`config.mk`:
```
export PLATFORM = sky130hd
export DESIGN_NAME = pipe_adder
export DESIGN_NICKNAME = d
export VERILOG_FILES = /design/src/rtl/pipe_adder_pkg.sv /design/src/rtl/adder_slice.sv /design/src/rtl/pipe_adder.sv
export SDC_FILE = /design/constraint.sdc
export NUM_CORES = 1
export LEC_CHECK = 0
export ABC_AREA = 1
export CORE_ASPECT_RATIO = 0.6
export CORE_MARGIN = 2
export CORE_UTILIZATION = 42
export CTS_CLUSTER_SIZE = 25
export DETAILED_ROUTE_END_ITERATION = 12
export DONT_BUFFER_PORTS = 1
export HOLD_SLACK_MARGIN = 0.12
export PLACE_DENSITY_LB_ADDON = 0.25
export SYNTH_ARGS = -nofsm -noshare
export SYNTH_HDL_FRONTEND = slang
export SYNTH_SLANG_ARGS = --single-unit
```
`constraint.sdc`:
```
create_clock -name clk -period 8.1 [get_ports clk]
set_clock_uncertainty 0.1 [all_clocks]
set_input_delay 1.215 -clock clk [delete_from_list [all_inputs] [get_ports clk]]
set_output_delay 1.215 -clock clk [all_outputs]
set_load 0.02 [all_outputs]
```
`src/rtl/pipe_adder_pkg.sv`:
```
// Shared helpers for pipe_adder: configuration legality, slice width and saturation limits.
package pipe_adder_pkg;

    localparam int unsigned MaxWidth = 1024;

    function automatic logic legal_config(input int unsigned width, input int unsigned stages);
        return (stages >= 1) && (stages <= width) && ((width % stages) == 0);
    endfunction

    // Bits handled per stage; zero for an illegal depth so elaboration fails cleanly.
    function automatic int unsigned slice_width(input int unsigned width,
                                                input int unsigned stages);
        return (stages == 0) ? 0 : width / stages;
    endfunction

    function automatic logic [MaxWidth-1:0] MAX_S(input int unsigned width);
        logic [MaxWidth-1:0] lim;
        lim = '0;
        for (int unsigned i = 0; i + 1 < width; i++) begin
            lim[i] = 1'b1;
        end
        return lim;
    endfunction

    function automatic logic [MaxWidth-1:0] MIN_S(input int unsigned width);
        logic [MaxWidth-1:0] lim;
        lim = '0;
        lim[width-1] = 1'b1;
        return lim;
    endfunction

endpackage

```
`src/rtl/adder_slice.sv`:
```
// Combinational slice adder; also exposes the carry into its MSB for overflow detection.
module adder_slice #(
    parameter int unsigned WIDTH = 8
) (
    input  logic [WIDTH-1:0] i_a,
    input  logic [WIDTH-1:0] i_b,
    input  logic             i_cin,
    output logic [WIDTH-1:0] o_sum,
    output logic             o_cout,
    output logic             o_msb_cin
);

    logic w_c_msb;

    if (WIDTH == 1) begin : g_bit
        assign w_c_msb = i_cin;
    end else begin : g_wide
        logic [WIDTH-1:0] w_low;
        assign w_low = {1'b0, i_a[WIDTH-2:0]} + {1'b0, i_b[WIDTH-2:0]} + WIDTH'(i_cin);
        assign w_c_msb = w_low[WIDTH-1];
        assign o_sum[WIDTH-2:0] = w_low[WIDTH-2:0];
    end

    assign o_sum[WIDTH-1] = i_a[WIDTH-1] ^ i_b[WIDTH-1] ^ w_c_msb;
    assign o_cout = (i_a[WIDTH-1] & i_b[WIDTH-1]) | (w_c_msb & (i_a[WIDTH-1] ^ i_b[WIDTH-1]));
    assign o_msb_cin = w_c_msb;

endmodule

```
`src/rtl/pipe_adder.sv`:
```
// Pipelined signed adder/subtractor, one WIDTH/STAGES-bit slice per stage, global-stall flow control.
// Optional saturation on signed overflow when PIPE_ADDER_SAT_EN is defined.
module pipe_adder
    import pipe_adder_pkg::*;
#(
    parameter int unsigned WIDTH  = 32,
    parameter int unsigned STAGES = 4
) (
    input  logic             clk,
    input  logic             rst_n,
    input  logic             in_valid,
    output logic             in_ready,
    input  logic [WIDTH-1:0] inA,
    input  logic [WIDTH-1:0] inB,
    input  logic             Cin,
    input  logic             sub,
    output logic             out_valid,
    input  logic             out_ready,
    output logic [WIDTH-1:0] add,
    output logic             Co,
    output logic             ovf
);

    localparam int unsigned S = slice_width(WIDTH, STAGES);
    localparam int unsigned L = STAGES - 1;

    if (!legal_config(WIDTH, STAGES)) begin : g_bad_cfg
        $error("pipe_adder: WIDTH must be a non-zero multiple of STAGES");
    end

    logic             w_adv;
    logic [WIDTH-1:0] w_b_eff;
    logic             w_c0;

    logic [WIDTH-1:0] w_a_in     [STAGES];
    logic [WIDTH-1:0] w_b_in     [STAGES];
    logic [WIDTH-1:0] w_sum_in   [STAGES];
    logic [WIDTH-1:0] w_sum_out  [STAGES];
    logic             w_c_in     [STAGES];
    logic             w_v_in     [STAGES];
    logic [S-1:0]     w_slice_sum[STAGES];
    logic             w_cout     [STAGES];
    logic             w_msb_cin  [STAGES];

    logic             w_ovf;
    logic [WIDTH-1:0] w_result;

    // Operand/result words travel whole; each stage only touches its own slice.
    logic [WIDTH-1:0] r_a    [STAGES];
    logic [WIDTH-1:0] r_b    [STAGES];
    logic [WIDTH-1:0] r_sum  [STAGES];
    logic             r_carry[STAGES];
    logic             r_valid[STAGES];
    logic             r_ovf;

    assign w_adv   = !r_valid[L] || out_ready;
    assign w_b_eff = sub ? ~inB : inB;
    assign w_c0    = sub ^ Cin;

    for (genvar k = 0; k < STAGES; k++) begin : g_stage
        localparam logic [WIDTH-1:0] SliceMask = WIDTH'({S{1'b1}}) << (k * S);

        if (k == 0) begin : g_first
            assign w_a_in[k]   = inA;
            assign w_b_in[k]   = w_b_eff;
            assign w_c_in[k]   = w_c0;
            assign w_v_in[k]   = in_valid;
            assign w_sum_in[k] = '0;
        end else begin : g_next
            assign w_a_in[k]   = r_a[k-1];
            assign w_b_in[k]   = r_b[k-1];
            assign w_c_in[k]   = r_carry[k-1];
            assign w_v_in[k]   = r_valid[k-1];
            assign w_sum_in[k] = r_sum[k-1];
        end

        adder_slice #(
            .WIDTH (S)
        ) u_slice (
            .i_a       (w_a_in[k][k*S +: S]),
            .i_b       (w_b_in[k][k*S +: S]),
            .i_cin     (w_c_in[k]),
            .o_sum     (w_slice_sum[k]),
            .o_cout    (w_cout[k]),
            .o_msb_cin (w_msb_cin[k])
        );

        assign w_sum_out[k] = (w_sum_in[k] & ~SliceMask) |
                              (WIDTH'(w_slice_sum[k]) << (k * S));
    end

    // Carry into the MSB differing from carry out of it is exactly signed overflow.
    assign w_ovf = w_cout[L] ^ w_msb_cin[L];

`ifdef PIPE_ADDER_SAT_EN
    always_comb begin
        w_result = w_sum_out[L];
        if (w_ovf) begin
            w_result = w_a_in[L][WIDTH-1] ? WIDTH'(MIN_S(WIDTH)) : WIDTH'(MAX_S(WIDTH));
        end
    end
`else
    assign w_result = w_sum_out[L];
`endif

    always_ff @(posedge clk) begin
        if (!rst_n) begin
            for (int k = 0; k < int'(STAGES); k++) begin
                r_a[k]     <= '0;
                r_b[k]     <= '0;
                r_sum[k]   <= '0;
                r_carry[k] <= 1'b0;
                r_valid[k] <= 1'b0;
            end
            r_ovf <= 1'b0;
        end else if (w_adv) begin
            for (int k = 0; k < int'(STAGES); k++) begin
                r_a[k]     <= w_a_in[k];
                r_b[k]     <= w_b_in[k];
                r_sum[k]   <= (k == int'(L)) ? w_result : w_sum_out[k];
                r_carry[k] <= w_cout[k];
                r_valid[k] <= w_v_in[k];
            end
            r_ovf <= w_ovf;
        end
    end

    assign in_ready  = w_adv;
    assign out_valid = r_valid[L];
    assign add       = r_sum[L];
    assign Co        = r_carry[L];
    assign ovf       = r_ovf;

endmodule
```
==> out/summary.txt <==
Worst Hold Launch -> r_valid[1]$_DFF_P_
Final hold violations -> 0
CTS Hold Bufs -> 0
Final core occ -> 45.8%
WHS Path Cells -> 2
Worst r2r src -> r_valid[3]$_DFFE_PP_
Sequential share of the synthesized area -> 59.1%
Final GP Congestion -> 0.775
Initial core utilization -> 42.4%
Initial DRC count -> 237
Most common library cells after synthesis -> 184 x inv_1, 178 x edfxtp_1, 117 x nor2_1
MaxCap Viol Count -> 0
Post_cts resized -> 0
Distinct cell type count after synthesis -> 27
Worst-Margin Slew -> 876 ps
CTS sink count -> 185
Net count of the finished layout -> 909
Post-Synthesis Cells -> 805
I/O pin cnt -> 106
Syn Nets -> 911
Critical Path RT -> 8280 ps
Dpl cell area -> 9430 um2
CTS Root Cell -> clkbuf_16
Post-Syn Area per Cell -> 11.5 um2
Vias in the first global route -> 4,557
Prevailing post-synth register cell -> edfxtp_1
Layout cells sized above 1 -> 14.5%
FMAX -> 350 MHz
Yosys reg bits -> 185
GRT Util Overall -> 13.2%
Synth area leaders -> edfxtp_1 58%, nor2_4 9.7%, inv_1 7.4%
RSZ-0062 raised after global routing -> false
Final Slew Violations -> 0
Drt drc -> 0
Hold Path Class -> flop to flop
Largest net degree at the start of global routing -> 108
Worst vdd ir -> 0.151 mV
Full die area -> 23,300 um2
Rel. slew slack -> 41.6%
Antenna cells -> 0
Vias per cell -> 4.35
Final Setup Violations -> 0
Clock tree from TritonCTS -> yes
DRT Pass-1 Iters -> 4
Synth Warn # -> 0
Hpwl dp -> 9.12 mm
Crit start category -> input pin
Status -> finished, final reports clean
Reg clk slew, reported paths -> 70 ps
Fin crit period -> 2860 ps
I/O Buffers -> 0
FFs w/ async S/R, synth -> 0%
Reg2reg setup slack -> 5410 ps
Antenna viol nets, final -> 0
Area Overhead vs Synth -> 7.85%
Detailed Route WL -> 14.3 mm
WS Path Type -> input pin to flop
Final instance area -> 10,000 um2
Initial antenna violation count -> 0
Crit path max fanout -> 58
Row count -> 42
Global-route wire length before repair -> 23.5 mm
Core area -> 21,900 um2
Period utilization -> 35.3%
Wirelength per Cell -> 12.9 um
P per Cell Area -> 220 nW/um2
Top cell type's share of synthesized area -> 57.6%
H-tree depth -> 4
Via count -> 4,799
Number of buffers created by CTS -> 17
Die W -> 196 um
CP arrival -> 3040 ps
Worst hold endpoint -> r_valid[2]$_DFF_P_
Fill cells -> 2,023
Die height -> 119 um
Setup crit end kind -> flop
Dominant cell by count in the synthesized netlist -> inv_1
Worst R2R End -> r_sum[0][2]$_SDFFCE_PN0P_
CTS Buffer Depth -> 2
Gr ovfl total -> 0
Post-synth EDFFs -> 178
Setup Fix Bufs, Post-CTS -> 0
Synth area leader -> edfxtp_1
Reg2Reg Depth -> 5
Syn Std Cell Area -> 9280 um2
Clock Latency Late Sink -> 430 ps
Setup_tns -> 0 ps
Leakage power total -> 4.18 nW
[kinds of logic (layout without fill, tap and decap cells)]
kind of cell | after synthesis | count (layout) | share of synthesized area (%)
flip-flops | 185 | 185 | 59.1
buffers and inverters | 209 | 220 | 10.4
AO/OA/AOI/OAI | 34 | 34 | 1.96
AND/OR/NAND/NOR | 308 | 308 | 19.6
adder cells (fa/ha/maj) | 36 | 36 | 5.83
XOR/XNOR | 33 | 33 | 3.12
[placed cells by master, fill, tap and decap left out, drive strengths merged, types with 5 or more instances in the layout]
cell type and count:
nor2 197, inv 188, edfxtp 178, nand2 83
xnor2 24, ha 24, a21oi 19, clkbuf 19
nand3 15, fa 12, o21ai 10, xor2 9
dfxtp 7, nand4 5, clkinvlp 5
[worst max-delay path, stage by stage]
cell	delay, ps
inv_2	30
nand2_2	170
nand2_8	370
inv_1	820
o21ai_0	190
a21oi_1	180
[per-layer routing]
layer | track usage [%] | wire [um] | vias up
met2 | 20.0 | 6290 | 92
met3 | 3.77 | 657 | 14
met1 | 18.2 | 7120 | 2203
met5 | 0 | 0 | -
met4 | 5.02 | 183 | 0
li1 | - | - | 2490
[worst max path at each step]
stage / depth (start not counted) / from / endpoint / slack (ps)
global route: 6 / out_ready / r_sum[0][2]$_SDFFCE_PN0P_ / 5060
global placement: 6 / out_ready / r_sum[0][2]$_SDFFCE_PN0P_ / 4780
finish: 6 / out_ready / r_sum[0][2]$_SDFFCE_PN0P_ / 5240
CTS: 6 / out_ready / r_sum[0][2]$_SDFFCE_PN0P_ / 5230
floorplan: 1 / rst_n / r_a[0][10]$_SDFFCE_PN0P_ / 750
detailed placement: 6 / out_ready / r_sum[1][10]$_SDFFCE_PN0P_ / 4760
[flip-flops by register name, summed over array words and instances, names as in the netlist]
signal / flops
r_a: 48
ovf: 1
r_valid: 4
r_sum: 80
r_b: 48
r_carry: 4
[power breakdown]
| part | switching [mW] | internal [mW] |
|---|---|---|
| sequential | 0.0326 | 1.12 |
| combinational | 0.132 | 0.0809 |
| clock | 0.373 | 0.457 |
| total | 0.537 | 1.66 |
[final cells by class]
| class | count | area (um2) | area share [%] |
|---|---|---|---|
| sequential | 185 | 5490 | 54.8 |
| multi-input combinational | 411 | 2850 | 28.5 |
| inverter | 185 | 694 | 6.94 |
| clock buffer | 19 | 433 | 4.33 |
| tap | 286 | 358 | 3.58 |
| clock inverter | 13 | 145 | 1.45 |
| timing repair buffer | 3 | 35.0 | 0.350 |
[per-stage QoR]
stage	power [mW]	instances	hold WS, ps	worst slack [ps]
floorplan	1.37	805	344	751
global placement	1.39	1070	359	4780
detailed placement	1.39	1070	365	4760
CTS	2.23	1102	374	5230
global route	2.30	1102	398	5060
finish	2.20	1102	375	5240
Note: power is estimated with default switching activity, not from simulation.
